[config.mk]
export PLATFORM = sky130hd
export DESIGN_NAME = control_unit_flat
export DESIGN_NICKNAME = d
export VERILOG_FILES = /design/src/rtl/control_unit_if.sv /design/src/rtl/control_unit.sv /design/src/flat_wrapper.sv
export SDC_FILE = /design/constraint.sdc
export NUM_CORES = 1
export LEC_CHECK = 0
export ABC_CLOCK_PERIOD_IN_PS = 2200
export CAP_MARGIN = 10
export CORE_ASPECT_RATIO = 0.6
export CORE_MARGIN = 4
export CORE_UTILIZATION = 34
export CTS_CLUSTER_SIZE = 25
export DETAILED_ROUTE_END_ITERATION = 12
export PLACE_DENSITY = 0.82
export SYNTH_ARGS = -nofsm -noshare
export SYNTH_HDL_FRONTEND = slang
export SYNTH_SLANG_ARGS = --single-unit
[constraint.sdc]
create_clock -name clock -period 2.2 [get_ports clock]
set_clock_uncertainty 0.2 [all_clocks]
set_input_delay 0.44 -clock clock [delete_from_list [all_inputs] [get_ports clock]]
set_output_delay 0.44 -clock clock [all_outputs]
set_load 0.02 [all_outputs]
[src/rtl/control_unit_if.sv]
// Control-unit <-> datapath signal bundle.
// master: the sequencer (drives controls, reads IR/CON/mem_done).
// slave:  the datapath side.
interface control_unit_if;
  logic [31:0] IR;
  logic        CON;
  logic        mem_done;

  logic PCout, MDRout, Zhighout, Zlowout, HIout, LOout, Cout;
  logic PCin, IRin, MARin, MDRin, Yin, Zin, HIin, LOin, CONin;
  logic Gra, Grb, Grc, Rin, Rout, BAout;
  logic IncPC;
  logic [4:0] ops;
  logic Read, Write;
  logic run;
  logic illegal;

  modport master (
    input  IR, CON, mem_done,
    output PCout, MDRout, Zhighout, Zlowout, HIout, LOout, Cout,
    output PCin, IRin, MARin, MDRin, Yin, Zin, HIin, LOin, CONin,
    output Gra, Grb, Grc, Rin, Rout, BAout,
    output IncPC, ops, Read, Write, run, illegal
  );

  modport slave (
    output IR, CON, mem_done,
    input  PCout, MDRout, Zhighout, Zlowout, HIout, LOout, Cout,
    input  PCin, IRin, MARin, MDRin, Yin, Zin, HIin, LOin, CONin,
    input  Gra, Grb, Grc, Rin, Rout, BAout,
    input  IncPC, ops, Read, Write, run, illegal
  );
endinterface

[src/rtl/control_unit.sv]
// Multi-cycle control sequencer for the bus-based CPU datapath.
// Fetches into IR, decodes IR[31:27] and steps T3..T7 per instruction class.
// Optional feature macro: CU_MULDIV_EN enables the mul/div sequence; when
// undefined, mul/div decode as undefined opcodes.
module control_unit (
  input  logic           clock,
  input  logic           clear,
  control_unit_if.master bus
);

  typedef enum logic [3:0] {
    S_RST, S_T0, S_T1, S_T2, S_T3, S_T4, S_T5, S_T6, S_T7, S_HALT
  } state_t;

  state_t state_q, state_d;

  logic [4:0] opcode;
  logic is_ld, is_ldi, is_st, is_rtype, is_itype, is_muldiv;
  logic is_br, is_jr, is_mfhi, is_mflo, is_nop, is_halt, is_illegal;
  logic [4:0] alu_imm;
  logic unused_ir;

  assign opcode    = bus.IR[31:27];
  assign unused_ir = ^bus.IR[26:0];

  // Instruction class decode from the opcode field.
  always_comb begin
    is_ld     = (opcode == 5'd0);
    is_ldi    = (opcode == 5'd1);
    is_st     = (opcode == 5'd2);
    is_rtype  = (opcode >= 5'd3) && (opcode <= 5'd11);
    is_itype  = (opcode >= 5'd12) && (opcode <= 5'd14);
`ifdef CU_MULDIV_EN
    is_muldiv = (opcode == 5'd15) || (opcode == 5'd16);
`else
    is_muldiv = 1'b0;
`endif
    is_br     = (opcode == 5'd19);
    is_jr     = (opcode == 5'd20);
    is_mfhi   = (opcode == 5'd24);
    is_mflo   = (opcode == 5'd25);
    is_nop    = (opcode == 5'd26);
    is_halt   = (opcode == 5'd27);
    is_illegal = !(is_ld | is_ldi | is_st | is_rtype | is_itype | is_muldiv |
                   is_br | is_jr | is_mfhi | is_mflo | is_nop | is_halt);
    case (opcode)
      5'd13:   alu_imm = 5'b00101;
      5'd14:   alu_imm = 5'b00110;
      default: alu_imm = 5'b00011;
    endcase
  end

  // Next-state sequencing, including memory wait holds.
  always_comb begin
    state_d = state_q;
    case (state_q)
      S_RST: state_d = S_T0;
      S_T0:  state_d = S_T1;
      S_T1:  state_d = bus.mem_done ? S_T2 : S_T1;
      S_T2:  state_d = S_T3;
      S_T3: begin
        if (is_halt)
          state_d = S_HALT;
        else if (is_jr | is_mfhi | is_mflo | is_nop | is_illegal)
          state_d = S_T0;
        else
          state_d = S_T4;
      end
      S_T4:  state_d = S_T5;
      S_T5:  state_d = (is_ld | is_st | is_muldiv | is_br) ? S_T6 : S_T0;
      S_T6: begin
        if (is_ld)
          state_d = bus.mem_done ? S_T7 : S_T6;
        else if (is_st)
          state_d = S_T7;
        else
          state_d = S_T0;
      end
      S_T7: begin
        if (is_st)
          state_d = bus.mem_done ? S_T0 : S_T7;
        else
          state_d = S_T0;
      end
      S_HALT: state_d = S_HALT;
      default: state_d = S_RST;
    endcase
  end

  // State register with synchronous active-low clear.
  always_ff @(posedge clock) begin
    if (!clear)
      state_q <= S_RST;
    else
      state_q <= state_d;
  end

  // Control outputs decoded from the registered state and the opcode.
  always_comb begin
    bus.PCout = 1'b0; bus.MDRout = 1'b0; bus.Zhighout = 1'b0; bus.Zlowout = 1'b0;
    bus.HIout = 1'b0; bus.LOout = 1'b0; bus.Cout = 1'b0;
    bus.PCin = 1'b0; bus.IRin = 1'b0; bus.MARin = 1'b0; bus.MDRin = 1'b0;
    bus.Yin = 1'b0; bus.Zin = 1'b0; bus.HIin = 1'b0; bus.LOin = 1'b0; bus.CONin = 1'b0;
    bus.Gra = 1'b0; bus.Grb = 1'b0; bus.Grc = 1'b0; bus.Rin = 1'b0; bus.Rout = 1'b0;
    bus.BAout = 1'b0; bus.IncPC = 1'b0; bus.ops = '0;
    bus.Read = 1'b0; bus.Write = 1'b0; bus.illegal = 1'b0;
    bus.run = (state_q != S_RST) && (state_q != S_HALT);

    case (state_q)
      S_T0: begin
        bus.PCout = 1'b1; bus.MARin = 1'b1; bus.IncPC = 1'b1; bus.Zin = 1'b1;
      end
      S_T1: begin
        bus.Zlowout = 1'b1; bus.Read = 1'b1; bus.MDRin = 1'b1;
        // PC only loads on the cycle the fetch completes.
        bus.PCin = bus.mem_done;
      end
      S_T2: begin
        bus.MDRout = 1'b1; bus.IRin = 1'b1;
      end
      S_T3: begin
        if (is_ld | is_ldi | is_st | is_itype) begin
          bus.Grb = 1'b1; bus.BAout = 1'b1; bus.Yin = 1'b1;
        end else if (is_rtype) begin
          bus.Grb = 1'b1; bus.Rout = 1'b1; bus.Yin = 1'b1;
        end else if (is_muldiv) begin
          bus.Gra = 1'b1; bus.Rout = 1'b1; bus.Yin = 1'b1;
        end else if (is_br) begin
          bus.Gra = 1'b1; bus.Rout = 1'b1; bus.CONin = 1'b1;
        end else if (is_jr) begin
          bus.Gra = 1'b1; bus.Rout = 1'b1; bus.PCin = 1'b1;
        end else if (is_mfhi) begin
          bus.HIout = 1'b1; bus.Gra = 1'b1; bus.Rin = 1'b1;
        end else if (is_mflo) begin
          bus.LOout = 1'b1; bus.Gra = 1'b1; bus.Rin = 1'b1;
        end else if (is_illegal) begin
          bus.illegal = 1'b1;
        end
      end
      S_T4: begin
        if (is_ld | is_ldi | is_st | is_itype) begin
          bus.Cout = 1'b1; bus.Zin = 1'b1; bus.ops = alu_imm;
        end else if (is_rtype) begin
          bus.Grc = 1'b1; bus.Rout = 1'b1; bus.Zin = 1'b1; bus.ops = opcode;
        end else if (is_muldiv) begin
          bus.Grb = 1'b1; bus.Rout = 1'b1; bus.Zin = 1'b1; bus.ops = opcode;
        end else if (is_br) begin
          bus.PCout = 1'b1; bus.Yin = 1'b1;
        end
      end
      S_T5: begin
        if (is_rtype | is_ldi | is_itype) begin
          bus.Zlowout = 1'b1; bus.Gra = 1'b1; bus.Rin = 1'b1;
        end else if (is_ld | is_st) begin
          bus.Zlowout = 1'b1; bus.MARin = 1'b1;
        end else if (is_muldiv) begin
          bus.Zlowout = 1'b1; bus.LOin = 1'b1;
        end else if (is_br) begin
          bus.Cout = 1'b1; bus.Zin = 1'b1; bus.ops = 5'b00011;
        end
      end
      S_T6: begin
        if (is_ld) begin
          bus.Read = 1'b1; bus.MDRin = 1'b1;
        end else if (is_st) begin
          bus.Gra = 1'b1; bus.Rout = 1'b1; bus.MDRin = 1'b1;
        end else if (is_muldiv) begin
          bus.Zhighout = 1'b1; bus.HIin = 1'b1;
        end else if (is_br) begin
          // Branch target is only driven onto PC when the condition holds.
          bus.Zlowout = bus.CON; bus.PCin = bus.CON;
        end
      end
      S_T7: begin
        if (is_ld) begin
          bus.MDRout = 1'b1; bus.Gra = 1'b1; bus.Rin = 1'b1;
        end else if (is_st) begin
          bus.Write = 1'b1;
        end
      end
      default: ;
    endcase
  end

endmodule
[src/flat_wrapper.sv]
// flat-port wrapper written by rule: the top's interface ports become plain ports
module control_unit_flat 
  (clock, clear, bus_IR, bus_CON, bus_mem_done, bus_PCout, bus_MDRout, bus_Zhighout, bus_Zlowout, bus_HIout, bus_LOout, bus_Cout, bus_PCin, bus_IRin, bus_MARin, bus_MDRin, bus_Yin, bus_Zin, bus_HIin, bus_LOin, bus_CONin, bus_Gra, bus_Grb, bus_Grc, bus_Rin, bus_Rout, bus_BAout, bus_IncPC, bus_ops, bus_Read, bus_Write, bus_run, bus_illegal);
  control_unit_if bus_i ();
  input  logic clock;
  input  logic clear;
  input wire logic [$bits(bus_i.IR)-1:0] bus_IR;
  input wire logic [$bits(bus_i.CON)-1:0] bus_CON;
  input wire logic [$bits(bus_i.mem_done)-1:0] bus_mem_done;
  output wire logic [$bits(bus_i.PCout)-1:0] bus_PCout;
  output wire logic [$bits(bus_i.MDRout)-1:0] bus_MDRout;
  output wire logic [$bits(bus_i.Zhighout)-1:0] bus_Zhighout;
  output wire logic [$bits(bus_i.Zlowout)-1:0] bus_Zlowout;
  output wire logic [$bits(bus_i.HIout)-1:0] bus_HIout;
  output wire logic [$bits(bus_i.LOout)-1:0] bus_LOout;
  output wire logic [$bits(bus_i.Cout)-1:0] bus_Cout;
  output wire logic [$bits(bus_i.PCin)-1:0] bus_PCin;
  output wire logic [$bits(bus_i.IRin)-1:0] bus_IRin;
  output wire logic [$bits(bus_i.MARin)-1:0] bus_MARin;
  output wire logic [$bits(bus_i.MDRin)-1:0] bus_MDRin;
  output wire logic [$bits(bus_i.Yin)-1:0] bus_Yin;
  output wire logic [$bits(bus_i.Zin)-1:0] bus_Zin;
  output wire logic [$bits(bus_i.HIin)-1:0] bus_HIin;
  output wire logic [$bits(bus_i.LOin)-1:0] bus_LOin;
  output wire logic [$bits(bus_i.CONin)-1:0] bus_CONin;
  output wire logic [$bits(bus_i.Gra)-1:0] bus_Gra;
  output wire logic [$bits(bus_i.Grb)-1:0] bus_Grb;
  output wire logic [$bits(bus_i.Grc)-1:0] bus_Grc;
  output wire logic [$bits(bus_i.Rin)-1:0] bus_Rin;
  output wire logic [$bits(bus_i.Rout)-1:0] bus_Rout;
  output wire logic [$bits(bus_i.BAout)-1:0] bus_BAout;
  output wire logic [$bits(bus_i.IncPC)-1:0] bus_IncPC;
  output wire logic [$bits(bus_i.ops)-1:0] bus_ops;
  output wire logic [$bits(bus_i.Read)-1:0] bus_Read;
  output wire logic [$bits(bus_i.Write)-1:0] bus_Write;
  output wire logic [$bits(bus_i.run)-1:0] bus_run;
  output wire logic [$bits(bus_i.illegal)-1:0] bus_illegal;
  assign bus_i.IR = bus_IR;
  assign bus_i.CON = bus_CON;
  assign bus_i.mem_done = bus_mem_done;
  assign bus_PCout = bus_i.PCout;
  assign bus_MDRout = bus_i.MDRout;
  assign bus_Zhighout = bus_i.Zhighout;
  assign bus_Zlowout = bus_i.Zlowout;
  assign bus_HIout = bus_i.HIout;
  assign bus_LOout = bus_i.LOout;
  assign bus_Cout = bus_i.Cout;
  assign bus_PCin = bus_i.PCin;
  assign bus_IRin = bus_i.IRin;
  assign bus_MARin = bus_i.MARin;
  assign bus_MDRin = bus_i.MDRin;
  assign bus_Yin = bus_i.Yin;
  assign bus_Zin = bus_i.Zin;
  assign bus_HIin = bus_i.HIin;
  assign bus_LOin = bus_i.LOin;
  assign bus_CONin = bus_i.CONin;
  assign bus_Gra = bus_i.Gra;
  assign bus_Grb = bus_i.Grb;
  assign bus_Grc = bus_i.Grc;
  assign bus_Rin = bus_i.Rin;
  assign bus_Rout = bus_i.Rout;
  assign bus_BAout = bus_i.BAout;
  assign bus_IncPC = bus_i.IncPC;
  assign bus_ops = bus_i.ops;
  assign bus_Read = bus_i.Read;
  assign bus_Write = bus_i.Write;
  assign bus_run = bus_i.run;
  assign bus_illegal = bus_i.illegal;
  control_unit u_core (.clock(clock), .clear(clear), .bus(bus_i));
endmodule
Word level (Yosys, flattened, before mapping)
Cells that the tools add are included.
- register bits: 4
- bits of input ports: 36
- output and inout bits: 32
- word-level logic and storage cells: 145
- order comparisons: 4
- eq/ne operators: 20
- muxes and demuxes: 94
- bitwise logic cells: 19
- reductions and logical operators: 7
- operators with widths (kind ; count):
    $mux W1 ; 65
    $pmux W4 S10 ; 1
    $eq A5 B5 Y1 const B ; 6
    $mux W4 ; 6
    $mux W5 ; 4
    $or A1 B1 Y1 ; 19
    $eq A4 B3 Y1 const B ; 4
    $pmux W1 S3 ; 5
    $pmux W1 S2 ; 7
    $eq A5 B4 Y1 const B ; 2
    $le A5 B4 Y1 const B ; 2
    $pmux W5 S2 ; 1
    $eq A4 B2 Y1 const B ; 2
    $eq A4 B4 Y1 const B ; 2
    $mux W3 ; 2
    $pmux W3 S2 ; 1
    $eq A5 B1 Y1 const B ; 1
    $eq A5 B2 Y1 const B ; 1
    $ge A5 B2 Y1 const B ; 1
    $ge A5 B4 Y1 const B ; 1
    $logic_not A5 Y1 ; 1
    $eq A4 B1 Y1 const B ; 1
    $logic_not A4 Y1 ; 1
    $ne A4 B4 Y1 const B ; 1
    other kinds (5) ; 7

Logic depth before layout (Yosys ltp)
Gate-level depths: netlist (run 1).
- depth in word-level cells: 19
- depth in mapped cells: 6
- depth with buffers taken out: 5

Worst setup path after synthesis (run 1)
No wires, ideal clock.
- path type: reg2out
- start: register u_core.state_q[3]
- end: output port bus_illegal
- data arrival time: 1730 ps
- data required time: 1560 ps
- path slack: -170 ps
- cell stages (with the launch flop): 5
- path buffers: 1
- cells stage by stage: dfxtp_1 -> buf_2 -> nand2b_1 -> or3_1 -> nor4_1
- word-level cells in the longest chain between the ends: 2
- ends and longest elaborated chain (element ; line ; source):
    start: declaration ; control_unit.sv:15 ; state_t state_q, state_d;
    start signal: assignment ; control_unit.sv:95 ; state_q <= state_d;
    $eq A4 B3 Y1 ; control_unit.sv:109 ; case (state_q)
    $mux W1 ; control_unit.sv:109 ;
    end: declaration ; flat_wrapper.sv:37 ; output wire logic [$bits(bus_i.illegal)-1:0] bus_illegal;
No other way between the ends.

Worst setup path in the final report (run 1)
- start: input port bus_IR[29]
- end: output port bus_Gra
- word-level cells in the longest chain between the ends: 8
- elaborated cells between the ends (all ways): 29
- classes of those cells: 4 x order compare; 6 x eq/ne; 11 x mux; 5 x bitwise; 3 x reduce/logical
- ends and longest elaborated chain (element ; line ; source):
    start: declaration ; flat_wrapper.sv:7 ; input wire logic [$bits(bus_i.IR)-1:0] bus_IR;
    $eq A5 B5 Y1 ; control_unit.sv:41 ; is_mflo = (opcode == 5'd25);
    $mux W1 ; control_unit.sv:134 ; end else if (is_mflo) begin
    $mux W1 ; control_unit.sv:132 ; end else if (is_mfhi) begin
    $mux W1 ; control_unit.sv:130 ; end else if (is_jr) begin
    $mux W1 ; control_unit.sv:128 ; end else if (is_br) begin
    $mux W1 ; control_unit.sv:124 ; end else if (is_rtype) begin
    $mux W1 ; control_unit.sv:122 ; if (is_ld | is_ldi | is_st | is_itype) begin
    $pmux W1 S4 * ; control_unit.sv:109 ;
    end: declaration ; flat_wrapper.sv:26 ; output wire logic [$bits(bus_i.Gra)-1:0] bus_Gra;
Mark *: on every way between the ends. The rest lies on a longest branch, timed or not.

==> results of run 1 <==
==> path summary, 6_finish.rpt <==
| check | to | slack, ns | cells after the start |
|---|---|---|---|
| worst max register to register | u_core.state_q[3] | 0.56 | 5 |
| worst min register to register | u_core.state_q[2] | 0.52 | 3 |
| worst min-delay path | u_core.state_q[2] | 0.52 | 3 |
| worst max-delay path | bus_Gra | -0.14 | 7 |
==> where the power goes <==
part	switching (mW)	internal, mW
clock network	0.0352	0.116
logic	0.197	0.163
registers	0.0152	0.0813
==> cell families (layout without fill, tap and decap cells) <==
family	after synthesis	count (layout)	synth area share, %
and+or+nand+nor	70	70	44.3
AOI/OAI and AO/OA	44	44	30.9
buffers and inverters	23	101	14.4
DFF	4	4	8.94
other	1	4	0.419
muxes	1	1	1.12
==> repair_timing <==
item | 4_1_cts | 5_1_grt
gates cloned | 4 | 0
pin swaps | 10 | 6
hold buffers | 0 | 0
buffers inserted | 4 | 2
endpoints found under the setup margin | 28 | 27
gates resized for setup | 166 | 43
==> worst min-delay path, stage by stage (launching register included) <==
cell     delay [ns]
dfxtp_4        0.36
buf_6          0.14
nand3_2        0.09
a31oi_1        0.08
==> cell usage in the layout, fill, tap and decap left out, drive strengths merged, types with 2 or more instances in the layout <==
master | Yosys | final
nor3 | 4 | 4
o211ai | 4 | 4
conb | 1 | 4
buf | 12 | 83
nor4 | 2 | 2
nor2 | 19 | 19
nand3 | 6 | 6
a21oi | 8 | 8
o21a | 2 | 2
clkbuf | 5 | 6
dfxtp | 4 | 4
nand2 | 13 | 13
and2 | 4 | 4
inv | 6 | 6
or2 | 2 | 2
nand2b | 4 | 4
o21ai | 14 | 14
a31oi | 5 | 5
o22ai | 4 | 4
clkdlybuf4s50 | 0 | 3
nor4b | 2 | 2
or3 | 4 | 4
clkdlybuf4s15 | 0 | 3
and3 | 4 | 4
==> cell type report <==
cell class                      instances  area [sq um]  share of cell area, %
Tap cell                               32          40.0                   2.26
Timing Repair Buffer                   92           723                   40.8
Inverter                                6          22.5                   1.27
Multi-Input combinational cell        119           857                   48.4
Clock buffer                            3          41.3                   2.33
Sequential cell                         4          87.6                   4.94
==> per-layer routing <==
layer / global-route usage, % / vias to the layer above / part of all wire [%]
met2: 41.9 / 108 / 44
met4: 6.74 / 0 / 2.3
met1: 35.3 / 701 / 42
met5: 0 / - / 0
met3: 2.73 / 14 / 12
li1: - / 678 / -
==> metrics by stage <==
stage	setup TNS [ns]	hold slack (ns)	setup slack [ns]	cell area [sq um]
2_1_floorplan	0	0.422	0.000799	921
6_report	-0.520	0.524	-0.145	1770
3_5_place_dp	-19.87	0.580	-0.859	1560
4_1_cts	-0.267	0.546	-0.0878	1680
5_1_grt	-1.34	0.533	-0.173	1770
3_3_place_gp	-19.35	0.560	-0.813	1560
==> flow_summary.json, run 1 <==
{
  "outcome": "finished, violations left",
  "violations": "setup timing",
  "synth_top_cell_area_share_pct": 8.94,
  "routedWlPerCell_microns": 17.8,
  "cp.buffers_inverters": 3,
  "finalWorstSetupSlack_ns": -0.145,
  "via_per_inst": 5.86,
  "critPathLaunch": "bus_IR[29]",
  "clockRootBuffer": "clkbuf_8",
  "drt_iter0_markers": 125,
  "dieHeight_microns": 47.8,
  "cpLargestDelayFamily": "buffers and inverters",
  "fin_crit_ns": 2.34,
  "hp-class": "reg2reg",
  "synth_edf_count": 0,
  "power_mw": 0.608,
  "core_sq_um": 2500,
  "stdcell_count": 256,
  "slew_viol_final": 0,
  "vias": 1501,
  "diodes": 0,
  "drc": 0,
  "clock_sinks": 4,
  "drv_cap": 0,
  "antenna_found_initial": 0,
  "num_io_pins": 68,
  "grt_max_degree": 9,
  "ys_warn_count": 0,
  "clock_latency_ns": 0.21,
  "synth.most_common_cell": "nor2_1",
  "synth-main-ff-cell": "dfxtp_1",
  "hold_violations": 0,
  "peakVddDrop_v": 0.000218,
  "async_reset_ff_share_pct": 0,
  "arrival_ns": 1.70,
  "crit_type": "in2out",
  "cp_max_fo": 6,
  "finish.utilization_pct": 70.7,
  "hpwl_microns": 2880,
  "drive_above_1_share_pct": 59.4,
  "worstPathCellList": "clkbuf_4 -> buf_6 -> nor3_4 -> nor3_1 -> a31oi_1 -> o211ai_1 -> buf_4",
  "synth-seq-cells": 4,
  "cts_buffer_depth": 2,
  "first_pass_iters": 5,
  "start_kind": "input pin",
  "top_regs": "u_core.state_q (4)",
  "grt_pass1_vias": 1358,
  "power.density_nw_per_um2": 343,
  "cp_slowest_stage_delay_ns": 0.27,
  "cp_data_required_time_ns": 1.56,
  "cts_tree": "done",
  "endpoint_kind": "output pin",
  "place.gp.congestion": 0.942,
  "dp.cells": 243,
  "largest-register": "u_core.state_q",
  "track_usage_pct": 25.2,
  "r2r-start": "u_core.state_q[3]",
  "initial_core_util_pct": 35.8,
  "area_growth_pct": 97.8,
  "drtAntennaViolNets": 0,
  "synth_commonest_cells": "nor2_1, nand2_1, o21ai_0",
  "fillers": 203,
  "die_w_microns": 74.3,
  "portBuffers": 36,
  "synthesis.area_sq_um": 896,
  "timing.fmax_mhz": 426,
  "yosysTopAreaCell": "dfxtp_1",
  "cts_buffers": 3,
  "cts_max_level": 1,
  "hold_path_startpoint": "u_core.state_q[0]",
  "finalCritPeriodShare_pct": 107,
  "grt_pass1_wl_microns": 6710,
  "synth_area_leaders": "dfxtp_1, nor2_1, nand2_1",
  "p_leak_nw": 0.830,
  "die_area_sq_um": 3550,
  "synth_cell_types": 44,
  "clk_pin_slew_ns": 0.03,
  "grt_overflow": 0,
  "setup_viol": 9,
  "slowest_stage": "a31oi_1",
  "yosysSeqAreaShare_pct": 8.94,
  "rows": 14,
  "largest_reg_flops": 4,
  "nets": 262,
  "synthCells": 143,
  "rsz0062_at_grt": "true",
  "synth.avg_cell_area_sq_um": 6.26,
  "finalWirelength_microns": 4560
}
Note: power is estimated with default switching activity, not from simulation.
==> run 2: changes to the inputs <==
- SLEW_MARGIN: unset -> 20
==> results of run 2 <==
The final DEF is identical to that of run 1; final timing and power are the same.
